## src/rtl/core_lsu_op_arb_pkg.sv

```systemverilog
// Shared LSU definitions for the slow-path operation arbiter: op-type codes,
// arbiter state encoding and the way-selection LFSR constants.
`ifndef _DWAY_CNT
`define _DWAY_CNT 4
`endif

package core_lsu_op_arb_pkg;

  // Slow-path operation types as seen by the write-port state machine
  localparam logic [1:0] O_READ_REFILL  = 2'd0;
  localparam logic [1:0] O_WRITE_REFILL = 2'd1;
  localparam logic [1:0] O_READ_UNCACHE = 2'd2;
  localparam logic [1:0] O_CACHE_INV    = 2'd3;

  typedef enum logic [1:0] {
    StIdle  = 2'd0,
    StIssue = 2'd1,
    StWait  = 2'd2,
    StDone  = 2'd3
  } lsu_arb_state_e;

  // 16-bit Galois LFSR used for pseudo-random replacement way choice
  localparam logic [15:0] LFSR_RESET = 16'hACE1;
  localparam logic [15:0] LFSR_TAPS  = 16'hB400;

  // One Galois step: shift right, fold taps back in when a one falls out
  function automatic logic [15:0] lfsr16_next(input logic [15:0] v);
    return v[0] ? ((v >> 1) ^ LFSR_TAPS) : (v >> 1);
  endfunction

endpackage

```

## src/rtl/core_lsu_lfsr16.sv

```systemverilog
// Free-running 16-bit Galois LFSR; supplies replacement-way bits to the
// slow-path arbiter. Synchronous active-low reset.
module core_lsu_lfsr16
  import core_lsu_op_arb_pkg::*;
(
  input  logic        clk,
  input  logic        rst_n,
  output logic [15:0] value
);

  logic [15:0] lfsr_q;

  // Advance every cycle regardless of arbiter activity
  always_ff @(posedge clk) begin
    if (!rst_n) begin
      lfsr_q <= LFSR_RESET;
    end else begin
      lfsr_q <= lfsr16_next(lfsr_q);
    end
  end

  assign value = lfsr_q;

endmodule

```

## src/rtl/core_lsu_op_arb.sv

```systemverilog
// Slow-path operation arbiter in front of the LSU write-port state machine.
// Grants one pipe request at a time, merges same-line read refills, holds the
// registered op until the write port accepts and finishes it, then pulses
// completion back to the still-interested owner pipes.
// Optional: define LSU_ARB_RR_EN for round-robin priority (default: fixed,
// pipe 0 highest, and no pointer register).
`ifndef _DWAY_CNT
`define _DWAY_CNT 4
`endif

module core_lsu_op_arb
  import core_lsu_op_arb_pkg::*;
#(
  parameter int unsigned PIPE_MANAGE_NUM = 2,
  parameter int unsigned WAY_CNT         = `_DWAY_CNT,
  parameter int unsigned LINE_BYTES      = 16,
  localparam int unsigned WAY_W          = $clog2(WAY_CNT),
  localparam int unsigned PIPE_W         = (PIPE_MANAGE_NUM > 1) ? $clog2(PIPE_MANAGE_NUM) : 1
) (
  input  logic                                  clk,
  input  logic                                  rst_n,
  input  logic [PIPE_MANAGE_NUM-1:0]            req_valid_i,
  input  logic [PIPE_MANAGE_NUM-1:0][1:0]       req_type_i,
  input  logic [PIPE_MANAGE_NUM-1:0][31:0]      req_addr_i,
  input  logic [PIPE_MANAGE_NUM-1:0][WAY_W-1:0] req_way_i,
  output logic [PIPE_MANAGE_NUM-1:0]            req_done_o,
  output logic                                  op_valid_o,
  output logic [1:0]                            op_type_o,
  output logic [31:0]                           op_addr_o,
  output logic [WAY_W-1:0]                      op_sel_o,
  input  logic                                  op_ready_i,
  input  logic                                  op_done_i,
  output logic                                  busy_o
);

  localparam logic [31:0] LINE_MASK = ~(32'(LINE_BYTES) - 32'd1);

  lsu_arb_state_e state_q, state_d;

  logic [15:0]                lfsr_val;
  logic                       found;
  logic [PIPE_W-1:0]          win;
  logic [PIPE_W-1:0]          idx;
  logic [1:0]                 win_type;
  logic [31:0]                win_line;
  logic [31:0]                grant_addr;
  logic [WAY_W-1:0]           grant_sel;
  logic [PIPE_MANAGE_NUM-1:0] grant_owner;

  logic [1:0]                 type_q;
  logic [31:0]                addr_q;
  logic [WAY_W-1:0]           sel_q;
  logic [PIPE_MANAGE_NUM-1:0] owner_q;

  core_lsu_lfsr16 u_lfsr (
    .clk   (clk),
    .rst_n (rst_n),
    .value (lfsr_val)
  );

  // Only the low way-index bits of the LFSR feed the replacement choice
  logic unused_lfsr;
  assign unused_lfsr = ^lfsr_val[15:WAY_W];

`ifdef LSU_ARB_RR_EN
  logic [PIPE_W-1:0] ptr_q;

  // Rotate priority: the pipe after the last winner searches first next time
  always_ff @(posedge clk) begin
    if (!rst_n) begin
      ptr_q <= '0;
    end else if (state_q == StIdle && found) begin
      ptr_q <= PIPE_W'((32'(win) + 32'd1) % PIPE_MANAGE_NUM);
    end
  end
`endif

  // Winner search: start at the pointer (round-robin) or at pipe 0 (fixed)
  always_comb begin
    found = 1'b0;
    win   = '0;
    idx   = '0;
    for (int k = 0; k < PIPE_MANAGE_NUM; k++) begin
`ifdef LSU_ARB_RR_EN
      idx = PIPE_W'((32'(ptr_q) + 32'(k)) % PIPE_MANAGE_NUM);
`else
      idx = PIPE_W'(k);
`endif
      if (!found && req_valid_i[idx]) begin
        found = 1'b1;
        win   = idx;
      end
    end
  end

  // Grant payload: aligned address, way choice and merged owner set
  always_comb begin
    win_type   = req_type_i[win];
    win_line   = req_addr_i[win] & LINE_MASK;
    grant_addr = (win_type == O_READ_UNCACHE) ? req_addr_i[win] : win_line;
    case (win_type)
      O_READ_REFILL, O_WRITE_REFILL: grant_sel = lfsr_val[WAY_W-1:0];
      O_CACHE_INV:                   grant_sel = req_way_i[win];
      default:                       grant_sel = '0;
    endcase
    grant_owner      = '0;
    grant_owner[win] = 1'b1;
    // Other pipes refilling the same line ride on the winner's bus transaction
    for (int j = 0; j < PIPE_MANAGE_NUM; j++) begin
      if (req_valid_i[j] && (req_type_i[j] == O_READ_REFILL) &&
          (win_type == O_READ_REFILL) && ((req_addr_i[j] & LINE_MASK) == win_line)) begin
        grant_owner[j] = 1'b1;
      end
    end
  end

  // Next-state: grant, wait for acceptance, wait for completion, report
  always_comb begin
    state_d = state_q;
    unique case (state_q)
      StIdle:  if (found)      state_d = StIssue;
      // op_done_i here is deliberately ignored even with op_ready_i high
      StIssue: if (op_ready_i) state_d = StWait;
      StWait:  if (op_done_i)  state_d = StDone;
      StDone:                  state_d = StIdle;
      default:                 state_d = StIdle;
    endcase
  end

  // State register
  always_ff @(posedge clk) begin
    if (!rst_n) begin
      state_q <= StIdle;
    end else begin
      state_q <= state_d;
    end
  end

  // Capture the grant; drop owners that withdraw while the op is in flight
  always_ff @(posedge clk) begin
    if (!rst_n) begin
      type_q  <= '0;
      addr_q  <= '0;
      sel_q   <= '0;
      owner_q <= '0;
    end else if (state_q == StIdle && found) begin
      type_q  <= win_type;
      addr_q  <= grant_addr;
      sel_q   <= grant_sel;
      owner_q <= grant_owner;
    end else if (state_q == StIssue || state_q == StWait) begin
      owner_q <= owner_q & req_valid_i;
    end
  end

  assign op_valid_o = (state_q == StIssue);
  assign op_type_o  = type_q;
  assign op_addr_o  = addr_q;
  assign op_sel_o   = sel_q;
  assign busy_o     = (state_q != StIdle);
  // A killed pipe gets no pulse even though the bus op ran to completion
  assign req_done_o = (state_q == StDone) ? (owner_q & req_valid_i) : '0;

  // The write port must see a stable op until it accepts it
  a_op_stable: assert property (@(posedge clk) disable iff (!rst_n)
    (op_valid_o && !op_ready_i) |=> (op_valid_o && $stable(op_addr_o) && $stable(op_sel_o)));

  a_done_only_busy: assert property (@(posedge clk) disable iff (!rst_n)
    !busy_o |-> (req_done_o == '0));

endmodule

```

## config.mk

```make
export PLATFORM = sky130hd
export DESIGN_NAME = core_lsu_op_arb
export DESIGN_NICKNAME = d
export VERILOG_FILES = /design/src/rtl/core_lsu_op_arb_pkg.sv /design/src/rtl/core_lsu_lfsr16.sv /design/src/rtl/core_lsu_op_arb.sv
export SDC_FILE = /design/constraint.sdc
export NUM_CORES = 1
export LEC_CHECK = 0
export ABC_AREA = 1
export BUFFER_PORTS_ARGS = -buffer_cell sky130_fd_sc_hd__buf_2
export CAP_MARGIN = 20
export CORE_MARGIN = 4
export CORE_UTILIZATION = 49
export DETAILED_ROUTE_END_ITERATION = 12
export PLACE_DENSITY = 0.86
export SLEW_MARGIN = 5
export SYNTH_ARGS = -nofsm -noshare
export SYNTH_HDL_FRONTEND = slang
export SYNTH_SLANG_ARGS = --single-unit
```

## constraint.sdc

```tcl
create_clock -name clk -period 1.8 [get_ports clk]
set_input_delay 0.18 -clock clk [delete_from_list [all_inputs] [get_ports clk]]
set_output_delay 0.18 -clock clk [all_outputs]
set_load 0.02 [all_outputs]
```

==> impl_results.md <==
* Standard-cell rows at 27
* Initial antenna violation count at 0
* Vias in the first global route at 3096
* Final Cycle Share at 88.8%
* IO buf count at 117
* #FFs+latches synth at 56
* Final TNS setup at 0 ns
* P_leak at 1.94 nW
* Clock Sinks at 56
* Initial Utilization at 52.1%
* Die height at 85.4 um
* Maxcap violations at 0
* PD cells at 1170 nW/um^2
* Top cell by count, worst path: inv_1
* CP max FO at 50
* Post-Syn Area at 2940 um^2
* Violation count after the first detailed-routing iteration at 133
* Status: finished, final reports clean
* Post-synthesis sequential area ratio at 38.2%
* Hold-fix buffers at CTS at 0
* Max Buffers Root-to-Sink at 2
* Syn Area/Cell at 6.77 um^2
* Share of cells above drive strength 1 at 27.3%
* Largest net degree at the start of global routing at 51
* Via-to-Cell Ratio at 5.25
* R2r worst-path depth at 7
* CP cell instances: inv_1, ha_1, inv_1, a21oi_4, buf_12, o21ai_0, a31oi_1
* Reg-to-reg startpoint: state_q[0]
* Die area at 7300 um^2
* Final Max Tran Viols at 0
* WP buf/inv at 3
* # diodes at 0
* Post-Route Skew at 0.00510 ns
* WL final at 8220 um
* CP endpoint kind: flip-flop
* Worst-path clk slew at 0.11 ns
* Period minus WS final at 1.60 ns
* Total GRT Usage at 22.8%
* Area of the multi-input gates at 1530 um^2
* DRC Markers at 0
* Core area at 5640 um^2
* Worst Hold Depth at 3
* Most frequent cells in the layout: buf_2 (117), nand2_1 (87), o21ai_0 (69)
* Slowest CP cell: dfxtp_1
* HP Start: req_addr_i[63]
* Hold Path Class: in2reg
* Synth Instances at 434
* Worst Setup SP: state_q[0]
* Area Growth Syn to Fin at 26.5%
* H-tree lvl count at 2
* CTS tree: built
* First-pass GRT wire length at 13600 um
* Worst path max stage delay at 0.35 ns
* First-pass DRT Iterations at 5
* RSZ-0062 raised after global routing: false
* Hold Path Sink: op_addr_o[31]
* Commonest non-fill, non-tap cell in the layout: buf_2
* Post-layout util at 65.9%
* Reg2reg setup slack at 0.20 ns
* Maximum vdd drop at 0.538 mV
* Crit path launch type: flip-flop
* FF-to-FF End: op_addr_o[14]
* CTS buffer count at 5
* Clk_lat worst skew at 0.32 ns
* Syn_nets at 517
* Reg area at 1120 um^2
* Wire per inst at 13.3 um
* Fin. Hold Viols at 0
* Kind of critical path: reg2reg
* CP top delay family: compound AO/OA/AOI/OAI gates
* Vias post-DR at 3242
* CP arrival at 1.84 ns
* Clk root buf: clkbuf_8
* Number of I/O pins at 118
* Setup Buffers After CTS at 0
* Final Setup Violations at 0
* Worst-margin pin slew at 0.410 ns
* Fillers at 517
* Grt total ovfl at 0
* Fmax achieved at 625 MHz
* Routability cong. at 0.826
* CP required at 2.04 ns
* Die Wd at 85.4 um
* Final nets at 627
* Dpl hpwl at 6390 um
* ANT nets after route at 0
* Warnings, synthesis at 0
* Slew HR at 72.7%
* Synth cell types at 24
-- routing by layer --
metal	share of wire (%)	vias up	GRT usage, %	routed length (um)
li1	-	1655	-	-
met1	41	1429	26.9	3390
met2	48	130	39.3	3920
met3	7.3	28	5.15	602
met4	3.8	0	9.78	311
met5	0	-	0	0
-- tightest hold or removal path, delay by kind of cell --
| kind | cells | cell delay [ns] |
|---|---|---|
| AOI/OAI and AO/OA | 1 | 0.07 |
| buffers and inverters | 1 | 0.11 |
| and+or+nand+nor | 1 | 0.06 |
-- layout make-up --
class                      instances  area share, %
sequential                        56           30.2
tap                               72           2.42
multi-input combinational        305           41.1
clock buffer                       5           1.85
timing repair buffer             127           18.8
clock inverter                     3          0.707
inverter                          49           4.95
-- sequential cells by signal, summed over array words and instances, names as in the netlist --
name	flops
op_addr_o	32
u_lfsr.value	16
op_sel_o	2
state_q	2
owner_q	2
op_type_o	2
-- how the worst max path moves through the flow --
| stage | to | slack [ns] | cells after the start |
|---|---|---|---|
| 6_report | op_addr_o[14] | 0.20 | 7 |
| 5_1_grt | op_sel_o[1] | 0.01 | 8 |
| 4_1_cts | op_sel_o[1] | 0.08 | 8 |
| 3_5_place_dp | op_sel_o[1] | 0.10 | 8 |
| 3_3_place_gp | owner_q[1] | 0.13 | 13 |
| 2_1_floorplan | op_addr_o[16] | 0.13 | 7 |
-- per-stage QoR --
step                      cells  hold WS [ns]  setup slack [ns]  total power [mW]  cell area [um^2]
after floorplan             434         0.318             0.135              2.94              2940
after global placement      609         0.393             0.127              3.55              3620
after detailed placement    609         0.404             0.102              3.62              3620
after CTS                   617         0.126            0.0753              4.36              3710
after global routing        617         0.143            0.0149              4.64              3720
final                       617         0.139             0.201              4.34              3720
-- cells in the mapped netlist, drive strengths merged --
master / n / area share (%)
or2: 9 / 1.9
nand3: 29 / 4.9
o211ai: 6 / 1.5
xnor2: 1 / 0.30
a31oi: 9 / 1.9
o221ai: 1 / 0.30
a211oi: 1 / 0.26
nor2: 29 / 3.7
buf: 10 / 2.1
ha: 5 / 2.1
inv: 49 / 6.3
o21ai: 72 / 12
nand3b: 17 / 4.3
nand2: 88 / 11
clkbuf: 14 / 1.8
o21bai: 1 / 0.26
nor3: 2 / 0.34
a21oi: 35 / 6.1
dfxtp: 56 / 38
-- timing repair --
action | CTS | global route
endpoints found under the hold margin | 0 | 0
setup endpoints to repair | 0 | 2
gates resized for setup | 0 | 2
-- kinds of logic (layout without fill, tap and decap cells) --
group           count (synthesis)  after routing  share of synthesized area, %
compound gates                125            125                          22.6
xor+xnor                        1              1                         0.298
buf+inv                        73            184                          10.2
simple gates                  174            174                          26.6
fa+ha+maj                       5              5                          2.13
flops                          56             56                          38.2
-- power by group --
group          switching (mW)  internal (mW)
registers               0.156           1.57
clock network           0.449          0.288
logic                    1.22          0.653
(Power assumes the default switching activity.)
